==> src/rtl/irq_priority_arbiter.sv <==
// Interrupt arbiter: rising-edge capture into pending bits, masked winner select, REQ/SERVICE handshake.
// Optional IRQ_ARB_ROUND_ROBIN_EN: rotating priority from rr_ptr; default is fixed priority, lowest index wins.
module irq_priority_arbiter #(
  parameter int N_SRC = 16
) (
  input  logic             clk_i,
  input  logic             rst_i,
  input  logic [N_SRC-1:0] irq_lines_i,
  input  logic [N_SRC-1:0] mask_i,
  input  logic             irq_taken_i,
  input  logic             irq_ret_i,
  output logic             irq_req_o,
  output logic [4:0]       irq_id_o,
  output logic [31:0]      irq_cause_o,
  output logic             busy_o,
  output logic [N_SRC-1:0] pending_o
);

  typedef enum logic [1:0] {S_IDLE, S_REQ, S_SVC} state_t;

  state_t           state_q;
  logic [N_SRC-1:0] prev_q;
  logic [N_SRC-1:0] pending_q;
  logic [N_SRC-1:0] pending_d;
  logic [N_SRC-1:0] retire_vec;
  logic [31:0]      cand_w;
  logic [31:0]      mask_w;
  logic [4:0]       search_start;
  logic [4:0]       winner;
  logic             found;
  logic [5:0]       sel_idx;
  logic             retire;
  logic             irq_req_q;
  logic [4:0]       irq_id_q;
  logic             busy_q;

  assign retire = (state_q == S_SVC) && irq_ret_i;
  assign cand_w = 32'(pending_q & mask_i);
  assign mask_w = 32'(mask_i);

  // A fresh edge in the retirement cycle re-arms the source: set wins over clear.
  assign retire_vec = retire ? (N_SRC'(1) << irq_id_q) : '0;
  assign pending_d  = (pending_q & ~retire_vec) | (irq_lines_i & ~prev_q);

`ifdef IRQ_ARB_ROUND_ROBIN_EN
  logic [4:0] rr_ptr_q;

  always_ff @(posedge clk_i) begin
    if (rst_i) begin
      rr_ptr_q <= '0;
    end else if (retire) begin
      if (int'(irq_id_q) == N_SRC - 1) begin
        rr_ptr_q <= '0;
      end else begin
        rr_ptr_q <= irq_id_q + 5'd1;
      end
    end
  end

  assign search_start = rr_ptr_q;
`else
  assign search_start = '0;
`endif

  // Circular search from search_start; first eligible source wins.
  always_comb begin
    winner  = '0;
    found   = 1'b0;
    sel_idx = '0;
    for (int off = 0; off < N_SRC; off++) begin
      sel_idx = {1'b0, search_start} + 6'(off);
      if (sel_idx >= 6'(N_SRC)) begin
        sel_idx = sel_idx - 6'(N_SRC);
      end
      if (!found && cand_w[sel_idx[4:0]]) begin
        found  = 1'b1;
        winner = sel_idx[4:0];
      end
    end
  end

  always_ff @(posedge clk_i) begin
    if (rst_i) begin
      state_q   <= S_IDLE;
      prev_q    <= '0;
      pending_q <= '0;
      irq_req_q <= 1'b0;
      irq_id_q  <= '0;
      busy_q    <= 1'b0;
    end else begin
      prev_q    <= irq_lines_i;
      pending_q <= pending_d;
      case (state_q)
        S_IDLE: begin
          if (found) begin
            irq_id_q  <= winner;
            irq_req_q <= 1'b1;
            busy_q    <= 1'b1;
            state_q   <= S_REQ;
          end
        end
        S_REQ: begin
          if (irq_taken_i) begin
            irq_req_q <= 1'b0;
            state_q   <= S_SVC;
          end else if (!mask_w[irq_id_q]) begin
            irq_req_q <= 1'b0;
            busy_q    <= 1'b0;
            state_q   <= S_IDLE;
          end
        end
        S_SVC: begin
          if (irq_ret_i) begin
            busy_q  <= 1'b0;
            state_q <= S_IDLE;
          end
        end
        default: begin
          irq_req_q <= 1'b0;
          busy_q    <= 1'b0;
          state_q   <= S_IDLE;
        end
      endcase
    end
  end

  assign irq_req_o   = irq_req_q;
  assign irq_id_o    = irq_id_q;
  assign busy_o      = busy_q;
  assign pending_o   = pending_q;
  assign irq_cause_o = 32'h1000_0010 + {27'b0, irq_id_q};

endmodule

==> config.mk <==
export PLATFORM = sky130hd
export DESIGN_NAME = irq_priority_arbiter
export DESIGN_NICKNAME = d
export VERILOG_FILES = /design/src/rtl/irq_priority_arbiter.sv
export SDC_FILE = /design/constraint.sdc
export NUM_CORES = 1
export LEC_CHECK = 0
export BUFFER_PORTS_ARGS = -buffer_cell sky130_fd_sc_hd__buf_2
export CAP_MARGIN = 0
export CORE_MARGIN = 2
export CORE_UTILIZATION = 42
export DETAILED_ROUTE_END_ITERATION = 8
export HOLD_SLACK_MARGIN = 0.08
export PLACE_DENSITY = 0.78
export SYNTH_ARGS = -nofsm -noshare
export SYNTH_HDL_FRONTEND = slang
export SYNTH_SLANG_ARGS = --single-unit
==> constraint.sdc <==
create_clock -name clk_i -period 2.21 [get_ports clk_i]
set_clock_uncertainty 0.2 [all_clocks]
set_input_delay 0.1105 -clock clk_i [delete_from_list [all_inputs] [get_ports clk_i]]
set_output_delay 0.1105 -clock clk_i [all_outputs]
set_load 0.005 [all_outputs]
==> metrics.md <==
| Metric | Value |
|---|---|
| Worst reg2reg path depth | `5` |
| Combinational share of power | `25.6%` |
| # diodes | `0` |
| P&R area growth vs syn | `26.8%` |
| Core Region | `approximately 0.0047 sq mm` |
| # fillers | `425` |
| Tmin final | `between 1.5 and 2 ns` |
| GRT Residual Overflow | `0` |
| Cts repair resizes | `0` |
| Fin cells | `between 300 and 400` |
| Tot Pwr | `0.00181 W` |
| Drt drc | `0` |
| Setup TNS | `0 ns` |
| Ratio of cells with drive above 1 in the final layout | `26.4%` |
| Starting DRC count in detailed routing | `38` |
| DR vias/cell | `~5.1` |
| Row cnt | `25` |
| Die area | `0.00536 sq mm` |
| Status | `complete, no violations` |
| Synth warnings | `0` |
| WS Path Type | `reg -> reg` |
| RSZ-0062 raised after global routing | `false` |
| Hold Path Sink | `irq_id_o[1]` |
| Post-CTS Setup Bufs | `0` |
| Hold Startpoint | `mask_i[1]` |
| WL/cell | `13.5 um` |
| Post-Syn Instances | `220` |
| Drt first pass iters | `4` |
| Max cap viols | `0` |
| GPL Wtd Cong | `between 0.9 and 1` |
| Clock transition at path regs | `around 0.080 ns` |
| Initial Util | `43.1%` |
| Vias in the first global route | `1684` |
| Die X | `73.2 um` |
| Worst Path Arrival | `1.94 ns` |
| Flop pwr share | `about 48%` |
| Synth Cell Area | `0.00201 sq mm` |
| Reg-to-reg setup timing slack | `0.26 ns` |
| Commonest non-fill, non-tap cell in the layout | `buf_2` |
| Post-synthesis sequential area ratio | `39.8%` |
| Placed cells | `327` |
| Global-route wire length before repair | `7600 um` |
| Root Buffer Master | `clkbuf_8` |
| DRT Wirelength | `4800 um` |
| Internal Pwr Total | `between 0.001 and 0.0015 W` |
| Final Max Slew Viols | `0` |
| EDFF count, synth | `0` |
| Final hold vios | `0` |
| CTS Buf Count | `5` |
| Hold WC Path Type | `in -> reg` |
| Worst VDD drop | `0.534 mV` |
| Initial antenna violation count | `0` |
| R2R Path Start | `pending_o[4]` |
| Vias post-DR | `1816` |
| Critical-path maximum fanout | `9` |
| Gr usage total | `18.4%` |
| Max Clock Freq | `512 MHz` |
| DRT antenna net count | `0` |
| Pwr Density | `709 mW/mm^2` |
| Yosys reg bits | `40` |
| # IOs | `91` |
| CP required | `roughly 2.2 ns` |
| Die Span Y | `73.2 um` |
| Pin count of the biggest net entering global routing | `25` |
| Cell variety after synth | `38` |
| Post-route clock period utilization | `88.4%` |
| Mean Syn Cell Area | `9.14 sq um` |
| Nets | `roughly 340` |
| Clk_lat worst skew | `roughly 0.3 ns` |
| Bufs on Longest Clock Path | `2` |
| CTS tree | `yes` |
| Clock Power Share | `26.9%` |
| Most frequent cells in the layout | `buf_2 (61), dfxtp_1 (40), conb_1 (29)` |
| Final setup violation count | `0` |
| Sw Share | `31.2%` |
| Hpwl dp | `3650 um` |
| Leakage | `1.13 nW` |
| Reg-to-Reg End | `irq_id_o[0]` |
| # port buffers | `61` |
| Most used DFF post-synth | `dfxtp_1` |
| Sink Count | `40` |
| Worst setup EP type | `register` |
| Post-synthesis async set-or-reset flop share | `0%` |
| Max H-tree Level | `2` |
| CP startpoint kind | `register` |
| Sw power | `0.000564 W` |
| Worst Hold Path Cells | `3` |
## power groups by stage
stage | registers [W] | logic (W) | clock network [W]
6_report | 0.000858 | 0.000463 | 0.000485
2_1_floorplan | 0.000856 | 0.000324 | 0
3_5_place_dp | 0.000876 | 0.000431 | 0
5_1_grt | 0.000870 | 0.000514 | 0.000520
4_1_cts | 0.000858 | 0.000463 | 0.000492
3_3_place_gp | 0.000871 | 0.000428 | 0
## critical path, stage by stage, from the launching register on
cell       delay (ns)
dfxtp_1          0.34
a22oi_1          0.38
nand4bb_4        0.19
o31ai_4          0.43
nor2_1           0.09
a32o_1           0.22
## cell usage after synthesis, drive strengths merged, types with 2 or more instances
master   count  area [sq um]
dfxtp       40           801
buf         36           264
a21oi       21           105
o21ai       20           100
nand2b      19           119
nor2b       18           113
nand2        9          33.8
nor2         6          22.5
a22oi        5          42.5
inv          5          18.8
or4          4          30.0
a22o         3          26.3
a32oi        3          26.3
clkbuf       3          11.3
mux4         3          67.6
a2111oi      2          17.5
a211oi       2          15.0
a221oi       2          17.5
conb         2          7.51
nand3        2          10.0
o31ai        2          28.8
o41ai        2          25.0
## routing by layer
layer	global-route usage (%)	share of wire (%)
met4	6.79	2.1
met2	30.5	48
met1	22.3	41
met3	5.94	8.7
met5	0	0
## stage by stage
stage          cell area (sq um)  setup slack, ns  util [%]  hold WS (ns)
2_1_floorplan               2110            0.384         -        0.0387
3_3_place_gp                2240            0.308      48.1         0.138
5_1_grt                     2550           0.0876      54.7         0.117
6_report                    2550            0.257      54.7        0.0948
4_1_cts                     2550            0.259      54.7        0.0818
3_5_place_dp                2240            0.284      48.1         0.143
## layout make-up
class                           instances  area (sq um)  area share [%]
Inverter                                5          18.8           0.736
Timing Repair Buffer                   87           556            21.8
Clock inverter                          2          16.3           0.638
Clock buffer                            6          72.6            2.85
Sequential cell                        40           801            31.4
Multi-Input combinational cell        163          1020            39.9
Tap cell                               54          67.6            2.65
## what timing repair did
action | CTS | global route
endpoints found under the setup margin | 0 | 0
endpoints found under the hold margin | 38 | 0
hold buffers | 22 | 0
## worst max path at each step
stage / to / cells after the start / from / slack, ns
detailed placement: irq_id_o[0] / 5 / pending_o[4] / 0.28
global placement: state_q[0] / 5 / irq_id_o[0] / 0.31
global route: irq_req_o / 5 / pending_o[4] / 0.09
floorplan: busy_o / 6 / irq_id_o[1] / 0.38
finish: irq_id_o[0] / 5 / pending_o[4] / 0.26
CTS: irq_id_o[0] / 5 / pending_o[4] / 0.26
## state kept, by name, indices dropped and copies added (netlist names)
register / cells
pending_o: 16
prev_q: 16
irq_id_o: 4
state_q: 2
busy_o: 1
irq_req_o: 1
## cells by family (layout without fill, tap and decap cells)
family | after synthesis | after routing | synth area share, %
muxes | 4 | 4 | 3.86
DFF | 40 | 40 | 39.8
and+or+nand+nor | 63 | 63 | 19.0
buffers and inverters | 44 | 100 | 14.6
other | 2 | 29 | 0.374
AOI/OAI and AO/OA | 67 | 67 | 22.3
No activity file was read; power rests on OpenSTA's default activity.
